<file path="config.mk">
export PLATFORM = sky130hd
export DESIGN_NAME = pipeline_ctrl_unit
export DESIGN_NICKNAME = d
export VERILOG_FILES = /design/src/rtl/pipeline_ctrl_pkg.sv /design/src/rtl/pipeline_ctrl_unit_stall_perf_counter.sv /design/src/rtl/pipeline_ctrl_unit.sv
export SDC_FILE = /design/constraint.sdc
export NUM_CORES = 1
export LEC_CHECK = 0
export BUFFER_PORTS_ARGS = -buffer_cell sky130_fd_sc_hd__clkbuf_2
export CORE_UTILIZATION = 53
export DETAILED_ROUTE_END_ITERATION = 10
export PLACE_DENSITY = 0.77
export REMOVE_ABC_BUFFERS = 1
export SYNTH_ARGS = -nofsm -noshare
export SYNTH_HDL_FRONTEND = slang
export SYNTH_HIERARCHICAL = 1
export SYNTH_SLANG_ARGS = --single-unit
</file>
<file path="constraint.sdc">
create_clock -name clk_i -period 2.7 [get_ports clk_i]
set_input_delay 0.27 -clock clk_i [delete_from_list [all_inputs] [get_ports clk_i]]
set_output_delay 0.27 -clock clk_i [all_outputs]
set_load 0.005 [all_outputs]
</file>
<file path="src/rtl/pipeline_ctrl_pkg.sv">
// Shared definitions for the pipeline hazard/stall controller: FSM encoding,
// drain default and the bundle of per-stage control strobes.
package pipeline_ctrl_pkg;

   typedef enum logic [1:0] {
      ST_RUN         = 2'd0,
      ST_MULDIV_WAIT = 2'd1,
      ST_TRAP_DRAIN  = 2'd2,
      ST_ILLEGAL     = 2'd3
   } ctrl_state_e;

   localparam int DRAIN_CYCLES_DEF = 2;

   typedef struct packed {
      logic pc_stall;
      logic ifid_stall;
      logic idex_stall;
      logic exmem_stall;
      logic ifid_flush;
      logic idex_bubble;
      logic exmem_bubble;
      logic memwb_bubble;
      logic muldiv_start;
      logic trap_ack;
   } ctrl_out_t;

endpackage

</file>
<file path="src/rtl/pipeline_ctrl_unit_stall_perf_counter.sv">
// Saturating event counter: counts cycles with inc=1, sticks at all-ones.
module stall_perf_counter #(
   parameter int W = 32
) (
   input  logic         clk,
   input  logic         clear,
   input  logic         inc,
   output logic [W-1:0] count
);

   always_ff @(posedge clk) begin
      if (clear) begin
         count <= '0;
      end else if (inc && (count != {W{1'b1}})) begin
         count <= count + 1'b1;
      end
   end

endmodule

</file>
<file path="src/rtl/pipeline_ctrl_unit.sv">
// Pipeline control FSM: arbitrates memory freeze, MUL/DIV waits, trap drain,
// branch flushes and load-use stalls into per-stage stall/flush/bubble strobes.
module pipeline_ctrl_unit
   import pipeline_ctrl_pkg::*;
#(
   parameter int DRAIN_CYCLES = DRAIN_CYCLES_DEF,
   parameter int CNT_W        = 32
) (
   input  logic             clk_i,
   input  logic             reset_i,
   input  logic             load_use_i,
   input  logic             dmem_busy_i,
   input  logic             muldiv_req_i,
   input  logic             muldiv_done_i,
   input  logic             branch_taken_i,
   input  logic             trap_req_i,
   output logic             pc_stall_o,
   output logic             ifid_stall_o,
   output logic             idex_stall_o,
   output logic             exmem_stall_o,
   output logic             ifid_flush_o,
   output logic             idex_bubble_o,
   output logic             exmem_bubble_o,
   output logic             memwb_bubble_o,
   output logic             muldiv_start_o,
   output logic             trap_ack_o,
   output logic [1:0]       state_o,
   output logic [CNT_W-1:0] stall_cnt_o
);

   localparam int DW = (DRAIN_CYCLES < 1) ? 1 : $clog2(DRAIN_CYCLES + 1);

   ctrl_state_e   state_q, state_d;
   logic [DW-1:0] drain_q, drain_d;
   logic          pend_q, pend_d;
   ctrl_out_t     o;

   always_comb begin
      state_d = state_q;
      drain_d = drain_q;
      pend_d  = pend_q;
      o       = '0;

      if (dmem_busy_i) begin
         // Memory freeze overrides everything; only a finishing MUL/DIV is remembered.
         o.pc_stall     = 1'b1;
         o.ifid_stall   = 1'b1;
         o.idex_stall   = 1'b1;
         o.exmem_stall  = 1'b1;
         o.memwb_bubble = 1'b1;
         if ((state_q == ST_MULDIV_WAIT) && muldiv_done_i) begin
            pend_d = 1'b1;
         end
      end else begin
         case (state_q)
            ST_RUN: begin
               if (trap_req_i) begin
                  o.pc_stall    = 1'b1;
                  o.ifid_flush  = 1'b1;
                  o.idex_bubble = 1'b1;
                  state_d       = ST_TRAP_DRAIN;
                  drain_d       = DW'(DRAIN_CYCLES);
               end else if (muldiv_req_i) begin
                  o.muldiv_start = 1'b1;
                  o.pc_stall     = 1'b1;
                  o.ifid_stall   = 1'b1;
                  o.idex_stall   = 1'b1;
                  o.exmem_bubble = 1'b1;
                  state_d        = ST_MULDIV_WAIT;
               end else if (branch_taken_i) begin
                  o.ifid_flush  = 1'b1;
                  o.idex_bubble = 1'b1;
               end else if (load_use_i) begin
                  o.pc_stall    = 1'b1;
                  o.ifid_stall  = 1'b1;
                  o.idex_bubble = 1'b1;
               end
            end
            ST_MULDIV_WAIT: begin
               if (muldiv_done_i || pend_q) begin
                  state_d = ST_RUN;
                  pend_d  = 1'b0;
               end else begin
                  o.pc_stall     = 1'b1;
                  o.ifid_stall   = 1'b1;
                  o.idex_stall   = 1'b1;
                  o.exmem_bubble = 1'b1;
               end
            end
            ST_TRAP_DRAIN: begin
               o.pc_stall    = 1'b1;
               o.ifid_flush  = 1'b1;
               o.idex_bubble = 1'b1;
               if (drain_q == '0) begin
                  o.trap_ack = 1'b1;
                  state_d    = ST_RUN;
               end else begin
                  drain_d = drain_q - 1'b1;
               end
            end
            default: begin
               state_d = ST_RUN;
            end
         endcase
      end

      if (reset_i) begin
         o = '0;
      end
   end

   always_ff @(posedge clk_i) begin
      if (reset_i) begin
         state_q <= ST_RUN;
         drain_q <= '0;
         pend_q  <= 1'b0;
      end else begin
         state_q <= state_d;
         drain_q <= drain_d;
         pend_q  <= pend_d;
      end
   end

   assign pc_stall_o     = o.pc_stall;
   assign ifid_stall_o   = o.ifid_stall;
   assign idex_stall_o   = o.idex_stall;
   assign exmem_stall_o  = o.exmem_stall;
   assign ifid_flush_o   = o.ifid_flush;
   assign idex_bubble_o  = o.idex_bubble;
   assign exmem_bubble_o = o.exmem_bubble;
   assign memwb_bubble_o = o.memwb_bubble;
   assign muldiv_start_o = o.muldiv_start;
   assign trap_ack_o     = o.trap_ack;
   assign state_o        = state_q;

   stall_perf_counter #(
      .W(CNT_W)
   ) u_stall_cnt (
      .clk   (clk_i),
      .clear (reset_i),
      .inc   (o.pc_stall),
      .count (stall_cnt_o)
   );

endmodule
</file>
== Yosys cells after proc, flatten, opt, wreduce, memory -nomap -nowiden ==
Index checks and enable logic that the tools add are counted.
Cells by class
  eq/ne operators: 9
  muxes and demuxes: 38
  bitwise gates (word level): 1
  $add $sub $neg: 2
  reduce and logical (&&, ||, !) cells: 11
Operator list (count)
  $add A32 B1 Y32 const B: 1
  $ne A32 B32 Y1 const B: 1
  $mux W2: 13
  $mux W1: 15
  $pmux W2 S2: 3
  $mux W10: 1
  $mux W3: 3
  $reduce_and A4 Y1: 2
  $ne A2 B2 Y1 const B: 3
  $pmux W2 S3: 1
  $reduce_bool A2 Y1: 3
  $logic_not A2 Y1: 2
  $ne A2 B1 Y1 const B: 2
  $ne A3 B3 Y1 const B: 1
  $pmux W1 S3: 1
  $reduce_and A3 Y1: 1
  $eq A2 B1 Y1 const B: 1
  $eq A2 B2 Y1 const B: 1
  $logic_and A1 B1 Y1: 2
  $pmux W1 S2: 1
  $sub A2 B1 Y2 const B: 1
  $logic_or A1 B1 Y1: 1
  $not A1 Y1: 1
Word-level totals
  flip-flop bits (word level): 37
  input bits: 8
  word-level logic and storage cells: 65
  output and inout port bits: 44

== Longest topological paths before layout ==
Gate-level depths: netlist of the first run.
  word-level depth: 8
  mapped depth: 9
  mapped depth without buffers: 8

== Modules after synthesis ==
Netlist of the first run, hierarchy kept.
Modules (own cells, without submodules)
  stall_perf_counter: instances 1, cells an instance 195, area each 1670.4 µm², seq. area each 640.6 µm²
  pipeline_ctrl_unit: instances 1, cells an instance 49, area each 360.3 µm², seq. area each 100.1 µm²

== Least setup slack after synthesis of the first run ==
Ideal clock, no wire load.
  kind: flip-flop to flip-flop
  from: register state_q[1], in the netlist state_o[1]
  to: register u_stall_cnt.count[31]
  library setup time: 0.070 ns
  required time: 2.630 ns
  buffers on the path: 1
  period minus slack after synthesis: 2.371 ns
  slack: 0.329 ns
  stages on the path, launching flop included: 10
  arrival time: 2.300 ns
  cell sequence: dfxtp_1 buf_6 nor4b_1 nor2_1 a21oi_1 nand3_1 nor4_1 nand3_1 or3_1 a21oi_1
Between the ends
  word-level cells in the longest chain between the ends: 5
  elaborated cells on any way between the ends: 7
  classes of those cells: eq/ne (2); mux (3); reduce/logical (2)
RTL lines
  start, declared: line pipeline_ctrl_unit.sv:33  | ctrl_state_e state_q, state_d;
  start signal, assigned: line pipeline_ctrl_unit.sv:118  | state_q <= state_d;
  $eq A2 B2 Y1, or another cell as far along: line pipeline_ctrl_unit.sv:55  | case (state_q)
  $pmux W1 S3 (*): line pipeline_ctrl_unit.sv:55
  $mux W3 (*): line pipeline_ctrl_unit.sv:44  | if (dmem_busy_i) begin
  $mux W10 (*): line pipeline_ctrl_unit.sv:107  | if (reset_i) begin
  net pc_stall_o: line pipeline_ctrl_unit.sv:17  | output logic pc_stall_o,
  $logic_and A1 B1 Y1 (*): line pipeline_ctrl_unit_stall_perf_counter.sv:14  | end else if (inc && (count != {W{1'b1}})) begin
  end signal, assigned: line pipeline_ctrl_unit_stall_perf_counter.sv:15  | count <= count + 1'b1;
  end, declared: line pipeline_ctrl_unit_stall_perf_counter.sv:8  | output logic [W-1:0] count
The timed path passes the listed nets; every way through them passes the cells marked *.
A chain may end at the register's enable or synchronous reset.

== Final worst setup path of the first run ==
  from: register state_q[0], in the netlist state_o[0]
  to: register u_stall_cnt.count[11]
Between the ends
  word-level cells in the longest chain between the ends: 5
  elaborated cells on any way between the ends: 7
  classes of those cells: eq/ne (2); mux (3); reduce/logical (2)
RTL lines (line)
  $eq A2 B2 Y1, or another cell as far along: pipeline_ctrl_unit.sv:55
  $pmux W1 S3 (*): pipeline_ctrl_unit.sv:55
  $mux W3 (*): pipeline_ctrl_unit.sv:44
  $mux W10 (*): pipeline_ctrl_unit.sv:107
  $logic_and A1 B1 Y1 (*): pipeline_ctrl_unit_stall_perf_counter.sv:14
Mark *: on every way between the ends. The rest lies on a longest branch, timed or not.

==> metrics.yaml, run 1 <==
place_inst: 335
hold_path_end: "state_o[1]"
power_density_nw_per_um2: 494
min_from: "dmem_busy_i"
maxSlewViolCount: 0
grt_pass1_vias: 1793
synth_warnings: 6
critPathKind: "flip-flop to flip-flop"
netlist_area_um2: 2030
fin_util_pct: 67.0
die_area_um2: 4080
final_nets: 304
place_hpwl_mm: 3.18
drt_wl_total_mm: 4.48
synthXorXnorAreaFrac_pct: 5.18
synth_commonest_cells: "37 x dfxtp_1, 27 x nor2_1, 23 x a21oi_1, 15 x nand2_1, 14 x o21ai_0"
worstPathMaxFanout: 11
async_flop_share_pct: 0
synth.most_common_cell: "dfxtp_1"
diodes: 0
synth_top_family_by_area: "simple AND/OR/NAND/NOR gates"
chipHeight_um: 63.9
grt_max_degree: 45
grt_pass1_wl_mm: 7.62
drt_iter0_markers: 167
via_per_inst: 5.74
use_met2_pct: 41.2
clock-sinks: 37
grt.busiest_layer: "met2"
setup_violations: 0
ys_ff_latch: 37
first_pass_iters: 4
die_w_um: 63.9
synth-seq-area-share_pct: 36.5
status: "completed"
place_ws_ns: 0.183
cap_violations: 0
r2r_cells: 7
ys_top_cells_by_area: "dfxtp_1 36%, a21oi_1 5.7%, nor2_1 5.0%"
met3_usage_pct: 5.54
synth_adder_area_share_pct: 1.23
cts_tree: "built"
max-clock-path-buffers: 2
postCtsHoldBufs: 0
synth_flop_cell: "dfxtp_1"
r2r_slack_ns: 0.25
root_buffer: "clkbuf_8"
fin_ws_ns: 0.251
wl_per_cell_um: 13.1
synth-simple-area-share_pct: 30.6
synth_area_leader_cell: "dfxtp_1"
ant_nets: 0
finalHoldViolCount: 0
grt_overflow: 0
gr-usage-met1_pct: 27.1
hold_class: "input port to flip-flop"
synth-edff-count: 0
min_period_ns: 2.45
vias: 1970
r2r_end: "u_stall_cnt/count[11]"
finish.instance_area_um2: 2450
grt_antenna_before_repair: 0
cp.required_ns: 2.92
power.total_mw: 1.21
fmaxAchievable_ghz: 0.408
clk_pin_slew_ns: 0.07
synth_compound_area_share_pct: 19.7
worstSetupStartpointType: "flip-flop"
io_pins: 52
syn_area_per_cell_um2: 8.32
end_kind: "flip-flop"
routabilityCongestion: 0.837
row_count: 22
numCtsBuffers: 5
htreeDepth: 2
dpl-instance-area_um2: 2310
n_fill_cell: 339
core-area_um2: 3660
hold_depth: 3
cp.arrival_ns: 2.67
synth_cells: 244
min_period_over_period_pct: 90.7
skew_ns: 0.00223
tns_ns: 0
io_buffers: 51
ys_types: 52
synth_top_area_share_pct: 36.5
hold_slack_ns: 0.285
ir_drop_mv: 0.328
drc: 0
grt_usage_pct: 23.5
start_util_pct: 55.5
layout-drive-gt1-share_pct: 27.5
clock_latency_ns: 0.29
rr_startpoint: "state_o[0]"
finalNonFillerCells: 343
rsz0062_at_grt: "false"
tightest_slew_ns: 0.577
synthMuxAreaShare_pct: 1.79
syn_to_final_growth_pct: 20.7
power.static_leakage_nw: 0.967
timing.slew.headroom_pct: 61.3
-- worst max path at each step --
| stage | from | endpoint | slack [ns] | cells past startpoint |
|---|---|---|---|---|
| 6_report | state_o[0] | u_stall_cnt/count[11] | 0.25 | 7 |
| 5_1_grt | state_o[0] | u_stall_cnt/count[31] | 0.08 | 8 |
| 4_1_cts | state_o[0] | u_stall_cnt/count[11] | 0.16 | 7 |
| 3_5_place_dp | state_o[0] | u_stall_cnt/count[11] | 0.18 | 7 |
| 3_3_place_gp | state_o[0] | u_stall_cnt/count[11] | 0.31 | 7 |
| 2_1_floorplan | u_stall_cnt/count[3] | u_stall_cnt/count[28] | 0.28 | 5 |
-- per-layer routing --
metal  vias up  wire length (um)
li1       1005                 -
met2        51              2180
met4         0                42
met3         5               215
met1       909              2050
met5         -                 0
-- kinds of logic after synthesis --
| kind of cell | count (synthesis) |
|---|---|
| AOI/OAI and AO/OA | 61 |
| and+or+nand+nor | 107 |
| xor gates and xnor gates | 12 |
| muxes | 3 |
| adders and majority gates | 2 |
| DFF | 37 |
| buffers and inverters | 22 |
-- power breakdown --
part / total (mW) / switching (mW) / internal (mW)
Sequential: 0.561 / 0.00815 / 0.553
Combinational: 0.0861 / 0.0511 / 0.0350
Clock: 0.564 / 0.197 / 0.367
Total: 1.21 / 0.257 / 0.955
-- critical path, cell delays in order, from the launching register on --
cell,delay (ns)
dfxtp_1,0.46
nor4b_1,0.36
nor2_1,0.15
a21oi_2,0.26
and3_1,0.29
o31ai_4,0.15
or4_2,0.55
a21oi_1,0.15
-- sequential cells by signal, summed over array words and instances (netlist names) --
name               flops
drain_q                2
pend_q                 1
state_o                2
u_stall_cnt/count     32
-- layout by cell type (no fill, tap or decap), types with 2 or more instances in the layout --
cell type / count
clkbuf_2: 51
dfxtp_1: 37
nor2_1: 27
a21oi_1: 22
nand2_1: 15
o21ai_0: 14
or3_1: 13
nand3_1: 12
xor2_1: 10
inv_1: 9
nand4_1: 7
clkbuf_8: 5
buf_4: 5
o31ai_1: 5
or4_1: 4
nor2b_1: 3
a311oi_1: 3
and4_1: 3
and3_1: 3
o2111ai_1: 3
nor4b_1: 2
o211ai_1: 2
nand2b_1: 2
nor3_1: 2
a31oi_1: 2
ha_1: 2
bufinv_16: 2
nor4_1: 2
or3_2: 2
xnor2_1: 2
-- what timing repair did --
action / in CTS / in global routing
setup endpoints to repair: 0 / 3
setup buffers: 0 / 0
gates resized for setup: 0 / 1
-- layout make-up --
class	count	area, um2	share of cell area (%)
Clock buffer	5	68.8	2.81
Clock inverter	3	65.1	2.65
Inverter	9	33.8	1.38
Multi-Input combinational cell	185	1190	48.5
Sequential cell	37	741	30.2
Tap cell	48	60.1	2.45
Timing Repair Buffer	56	293	11.9
Power figures use the tool's default switching activity.
==> inputs of run 2 (changes only) <==
--- a/config.mk
+++ b/config.mk
@@ -5,10 +5,11 @@
 export SDC_FILE = /design/constraint.sdc
 export NUM_CORES = 1
 export LEC_CHECK = 0
-export BUFFER_PORTS_ARGS = -buffer_cell sky130_fd_sc_hd__clkbuf_2
-export CORE_UTILIZATION = 53
+export BUFFER_PORTS_ARGS = -buffer_cell sky130_fd_sc_hd__buf_2
+export CORE_UTILIZATION = 47
 export DETAILED_ROUTE_END_ITERATION = 10
-export PLACE_DENSITY = 0.77
+export PLACE_DENSITY = 0.72
+export RECOVER_POWER = 100
 export REMOVE_ABC_BUFFERS = 1
 export SYNTH_ARGS = -nofsm -noshare
 export SYNTH_HDL_FRONTEND = slang
==> constraint.sdc (replaced) <==
create_clock -name clk_i -period 2.2 [get_ports clk_i]
set_input_delay 0.22 -clock clk_i [delete_from_list [all_inputs] [get_ports clk_i]]
set_output_delay 0.22 -clock clk_i [all_outputs]
set_load 0.005 [all_outputs]
==> metrics.yaml, run 2 (synthesis results as in run 1) <==
r2r_cells: 5  # was 7
hold_class: "input port to flip-flop"  # unchanged
r2r_end: "u_stall_cnt/count[1]"  # was u_stall_cnt/count[11]
final_cell_mix: "37 x dfxtp_1, 30 x buf_2, 27 x nor2_1, 23 x clkbuf_1, 22 x a21oi_1"  # was 51 x clkbuf_2, 37 x dfxtp_1, 27 x nor2_1, 22 x a21oi_1, 15 x nand2_1
die_w_um: 67.7  # was 63.9 um
power_density_nw_per_um2: 562  # was 494 nW/um2
finalHoldViolCount: 0  # unchanged
status: "completed"  # unchanged
start_util_pct: 49.7  # was 55.5%
p_seq_share_pct: 48.6  # was 46.3%
p_int_mw: 1.09  # was 0.955 mW
fmaxAchievable_ghz: 0.471  # was 0.408 GHz
comb_power_share_pct: 8.1  # was 7.1%
drt_iter0_markers: 136  # was 167
die_area_um2: 4590  # was 4080 um2
routabilityCongestion: 0.818  # was 0.837
cp_slowest_stage_delay_ns: 0.60  # was 0.55 ns
diodes: 0  # unchanged
io_pins: 52  # unchanged
wl_per_cell_um: 13.9  # was 13.1 um
ant_nets: 0  # unchanged
row_count: 23  # was 22
hold_depth: 3  # unchanged
cp_cell_sequence: "nand4_4 -> or4_4 -> o31ai_1 -> mux2i_1 -> nor2_1"  # was nor4b_1 -> nor2_1 -> a21oi_2 -> and3_1 -> o31ai_4 -> or4_2 -> a21oi_1
htreeDepth: 2  # unchanged
power.total_mw: 1.42  # was 1.21 mW
syn_to_final_growth_pct: 24.0  # was 20.7%
clock_latency_ns: 0.29  # about the same
chipHeight_um: 67.7  # was 63.9 um
tightest_slew_ns: 0.492  # was 0.577 ns
grt_pass1_vias: 1684  # was 1,793
place_hpwl_mm: 3.51  # was 3.18 mm
io_buffers: 51  # unchanged
largest_reg_flops: 32  # unchanged
grt_usage_pct: 22.5  # was 23.5%
root_buffer: "clkbuf_8"  # unchanged
p_sw_share_pct: 22.7  # was 21.2%
switchingPower_mw: 0.322  # was 0.257 mW
clk_pin_slew_ns: 0.07  # about the same
drc: 0  # unchanged
clock-sinks: 37  # unchanged
power.static_leakage_nw: 0.946  # was 0.967 nW
critPathKind: "flip-flop to flip-flop"  # unchanged
postCtsHoldBufs: 0  # unchanged
regMostFlops: "u_stall_cnt/count"  # unchanged
final_nets: 317  # was 304
max-clock-path-buffers: 2  # unchanged
min_period_ns: 2.12  # was 2.45 ns
core-area_um2: 4090  # was 3660 um2
worstPathMaxFanout: 7  # was 11
maxSlewViolCount: 0  # unchanged
min_period_over_period_pct: 96.6  # was 90.7%
hold_slack_ns: 0.237  # was 0.285 ns
grt_pass1_wl_mm: 7.70  # was 7.62 mm
rr_startpoint: "u_stall_cnt/count[4]"  # was state_o[0]
slowest_stage: "or4_4"  # was or4_2
r2r_slack_ns: 0.08  # was 0.25 ns
grt_max_degree: 45  # unchanged
setup_violations: 0  # unchanged
final_common_cell: "dfxtp_1"  # was clkbuf_2
first_pass_iters: 4  # unchanged
ir_drop_mv: 0.337  # was 0.328 mV
skew_ns: 0.00562  # was 0.00223 ns
drt_wl_total_mm: 4.98  # was 4.48 mm
grt_overflow: 0  # unchanged
via_per_inst: 5.81  # was 5.74
cp.arrival_ns: 2.29  # was 2.67 ns
vias: 2079  # was 1,970
min_from: "dmem_busy_i"  # unchanged
numCtsBuffers: 5  # unchanged
end_kind: "flip-flop"  # unchanged
grt_antenna_before_repair: 0  # unchanged
layout-drive-gt1-share_pct: 23.4  # was 27.5%
power_frac_clock_pct: 43.3  # was 46.6%
worstSetupStartpointType: "flip-flop"  # unchanged
cts_tree: "built"  # unchanged
timing.slew.headroom_pct: 67.1  # was 61.3%
hold_path_end: "state_o[1]"  # unchanged
cap_violations: 0  # unchanged
cp.required_ns: 2.36  # was 2.92 ns
post_cts_buffers: 0  # unchanged
## run 2: power by group through the flow
stage	combinational (mW)	clock, mW	sequential [mW]
6_report	0.115	0.613	0.688
4_1_cts	0.115	0.630	0.687
3_3_place_gp	0.110	0	0.702
5_1_grt	0.127	0.660	0.690
2_1_floorplan	0.0512	0	0.705
3_5_place_dp	0.114	0	0.703
## run 2: worst max-delay path by stage
stage / endpoint / cells after the start / startpoint
after floorplan: u_stall_cnt/count[28] / 5 / u_stall_cnt/count[3]
after detailed placement: u_stall_cnt/count[11] / 7 / pend_q
after global routing: u_stall_cnt/count[1] / 5 / u_stall_cnt/count[4]
final: u_stall_cnt/count[1] / 5 / u_stall_cnt/count[4]
after global placement: u_stall_cnt/count[31] / 8 / pend_q
after CTS: u_stall_cnt/count[22] / 9 / pend_q
## run 2: cell type report
cell class | count | area [um2]
clock buffer | 6 | 82.6
inverter | 9 | 33.8
timing repair buffer | 69 | 345
fill | 409 | 1570
multi-input combinational | 185 | 1220
tap | 50 | 62.6
clock inverter | 2 | 37.5
sequential | 37 | 741
## run 2: routing by layer
metal / track usage [%] / wire length (um) / part of all wire, % / vias to the layer above
met5: 0 / 0 / 0 / -
met1: 29.0 / 2290 / 46 / 984
met4: 8.51 / 65 / 1.3 / 0
li1: - / - / - / 1031
met2: 36.4 / 2390 / 48 / 56
met3: 4.56 / 241 / 4.8 / 8
## run 2: what timing repair did
| item | 4_1_cts | 5_1_grt |
|---|---|---|
| hold endpoints to repair | 0 | 0 |
| endpoints found under the setup margin | 3 | 12 |
| gates resized for setup | 2 | 3 |
## run 2: worst max-delay path: cells and delay by family, from the launching register on
kind / cells / cell delay [ns]
simple gates: 3 / 0.85
mux: 1 / 0.27
compound gates: 1 / 0.42
flops: 1 / 0.46
## run 2: through the flow
stage	cells	util [%]	setup slack, ns	setup TNS [ns]	instance area, um2
2_1_floorplan	231	-	-0.217	-1.06	1960
3_3_place_gp	350	59.1	0.0648	0	2410
3_5_place_dp	350	59.1	0.00961	0	2410
4_1_cts	358	62.3	0.0824	0	2550
5_1_grt	358	61.6	-0.0503	-0.0503	2520
6_report	358	61.6	0.0757	0	2520
==> inputs of run 3 (changes only) <==
--- a/config.mk
+++ b/config.mk
@@ -6,9 +6,9 @@
 export NUM_CORES = 1
 export LEC_CHECK = 0
 export BUFFER_PORTS_ARGS = -buffer_cell sky130_fd_sc_hd__buf_2
-export CORE_UTILIZATION = 47
+export CORE_UTILIZATION = 53
 export DETAILED_ROUTE_END_ITERATION = 10
-export PLACE_DENSITY = 0.72
+export PLACE_DENSITY_LB_ADDON = 0.08
 export RECOVER_POWER = 100
 export REMOVE_ABC_BUFFERS = 1
 export SYNTH_ARGS = -nofsm -noshare
==> constraint.sdc (replaced) <==
create_clock -name clk_i -period 2.1 [get_ports clk_i]
set_input_delay 0.21 -clock clk_i [delete_from_list [all_inputs] [get_ports clk_i]]
set_output_delay 0.21 -clock clk_i [all_outputs]
set_load 0.005 [all_outputs]
==> metrics.yaml, run 3 (synthesis results as in run 1) <==
drt_wl_total_mm: 5.06  # was 4.98 mm
cap_violations: 0  # unchanged
drt_iter0_markers: 121  # was 136
root_buffer: "clkbuf_8"  # unchanged
max-clock-path-buffers: 2  # unchanged
clock_latency_ns: 0.29  # about the same
power.static_leakage_nw: 1.07  # was 0.946 nW
cp.arrival_ns: 2.29  # about the same
finish.instance_area_um2: 2660  # was 2520 um2
fmaxAchievable_ghz: 0.484  # was 0.471 GHz
finalHoldViolCount: 0  # unchanged
largest_reg_flops: 32  # unchanged
row_count: 22  # was 23
p_seq_share_pct: 54.0  # was 48.6%
p_int_mw: 1.01  # was 1.09 mW
io_buffers: 51  # unchanged
grt_antenna_before_repair: 0  # unchanged
routabilityCongestion: 0.815  # was 0.818
min_period_over_period_pct: 98.4  # was 96.6%
power.total_mw: 1.34  # was 1.42 mW
timing.slew.headroom_pct: 69.5  # was 67.1%
hold_class: "input port to flip-flop"  # unchanged
fin_util_pct: 72.6  # was 61.6%
vias: 2142  # was 2,079
clock-sinks: 37  # unchanged
tns_ns: 0  # unchanged
ir_drop_mv: 0.383  # was 0.337 mV
htreeDepth: 2  # unchanged
regMostFlops: "u_stall_cnt/count"  # unchanged
end_kind: "flip-flop"  # unchanged
grt.busiest_layer: "met2"  # unchanged
die_w_um: 63.9  # was 67.7 um
met3_usage_pct: 3.57  # was 4.56%
grt_usage_pct: 25.7  # was 22.5%
tightest_slew_ns: 0.458  # was 0.492 ns
start_util_pct: 55.5  # was 49.7%
use_met2_pct: 45.5  # was 36.4%
p_sw_share_pct: 24.8  # was 22.7%
diodes: 0  # unchanged
critPathKind: "flip-flop to flip-flop"  # unchanged
power_frac_clock_pct: 36.0  # was 43.3%
gr-usage-met1_pct: 31.7  # was 29.0%
cp.required_ns: 2.32  # was 2.36 ns
syn_to_final_growth_pct: 30.9  # was 24.0%
switchingPower_mw: 0.331  # was 0.322 mW
layout-drive-gt1-share_pct: 32.4  # was 23.4%
place_hpwl_mm: 3.61  # was 3.51 mm
min_period_ns: 2.07  # was 2.12 ns
final_cell_mix: "49 x buf_2, 36 x dfxtp_1, 26 x nor2_1, 24 x buf_4, 21 x a21oi_1"  # was 37 x dfxtp_1, 30 x buf_2, 27 x nor2_1, 23 x clkbuf_1, 22 x a21oi_1
worstPathMaxFanout: 5  # was 7
drc: 0  # unchanged
setup_violations: 0  # unchanged
power_density_nw_per_um2: 503  # was 562 nW/um2
ant_nets: 0  # unchanged
worstSetupStartpointType: "flip-flop"  # unchanged
via_per_inst: 5.76  # was 5.81
first_pass_iters: 4  # unchanged
n_fill_cell: 302  # was 409
grt_max_degree: 45  # unchanged
die_area_um2: 4080  # was 4590 um2
skew_ns: 0.00814  # was 0.00562 ns
clk_pin_slew_ns: 0.07  # about the same
grt_overflow: 0  # unchanged
grt_pass1_vias: 1959  # was 1,684
core-area_um2: 3660  # was 4090 um2
io_pins: 52  # unchanged
wl_per_cell_um: 13.6  # was 13.9 um
chipHeight_um: 63.9  # was 67.7 um
cts_tree: "built"  # unchanged
numCtsBuffers: 5  # unchanged
final_nets: 333  # was 317
status: "completed"  # unchanged
final_common_cell: "buf_2"  # was dfxtp_1
dpl-instance-area_um2: 2520  # was 2410 um2
maxSlewViolCount: 0  # unchanged
postCtsHoldBufs: 0  # unchanged
grt_pass1_wl_mm: 8.45  # was 7.70 mm
comb_power_share_pct: 10.0  # was 8.1%
==> run 3: worst max-delay path, cell delays in order, from the launching register on <==
cell     delay, ns
dfxtp_2       0.35
nor4b_4       0.32
nor2_2        0.09
a21oi_4       0.21
and3_4        0.24
o31ai_4       0.09
or4_2         0.56
a21oi_2       0.14
==> run 3: timing repair <==
action                     4_1_cts  5_1_grt
setup buffers                    0        1
setup endpoints to repair       24       24
resized for setup                4       12
cloned                           0        0
pin swaps                        1        3
==> run 3: through the flow <==
| step | cells | hold WS, ns | worst slack, ns |
|---|---|---|---|
| finish | 372 | 0.243 | 0.0343 |
| global route | 372 | 0.253 | -0.0413 |
| CTS | 371 | 0.222 | 0.000804 |
| detailed placement | 363 | 0.490 | -0.183 |
| global placement | 363 | 0.474 | -0.105 |
| floorplan | 231 | 0.279 | -0.317 |
==> run 3: per-layer routing <==
layer | vias up | routed length [um]
met3 | 8 | 220
met2 | 52 | 2490
li1 | 1063 | -
met5 | - | 0
met4 | 0 | 68
met1 | 1019 | 2290
==> run 3: layout make-up <==
class                      instances  area [um2]  area share [%]
clock buffer                       8        80.1            3.01
inverter                           9        33.8            1.27
multi-input combinational        185        1270            47.8
sequential                        37         742            27.9
tap                               48        60.1            2.26
timing repair buffer              85         470            17.7
==> run 3: path summary, 6_finish.rpt <==
kind / start / endpoint / slack (ns) / depth (start not counted)
max: state_o[1] / u_stall_cnt/count[11] / 0.03 / 7
min: muldiv_req_i / state_o[0] / 0.24 / 3
max reg2reg: state_o[1] / u_stall_cnt/count[11] / 0.03 / 7
min reg2reg: drain_q[0] / drain_q[0] / 0.51 / 2
==> run 3: power groups by stage <==
stage               clock [mW]  sequential (mW)  combinational, mW
floorplan                    0            0.738             0.0537
global placement             0            0.735              0.120
detailed placement           0            0.736              0.122
CTS                      0.491            0.721              0.124
global route             0.520            0.724              0.149
finish                   0.481            0.722              0.134
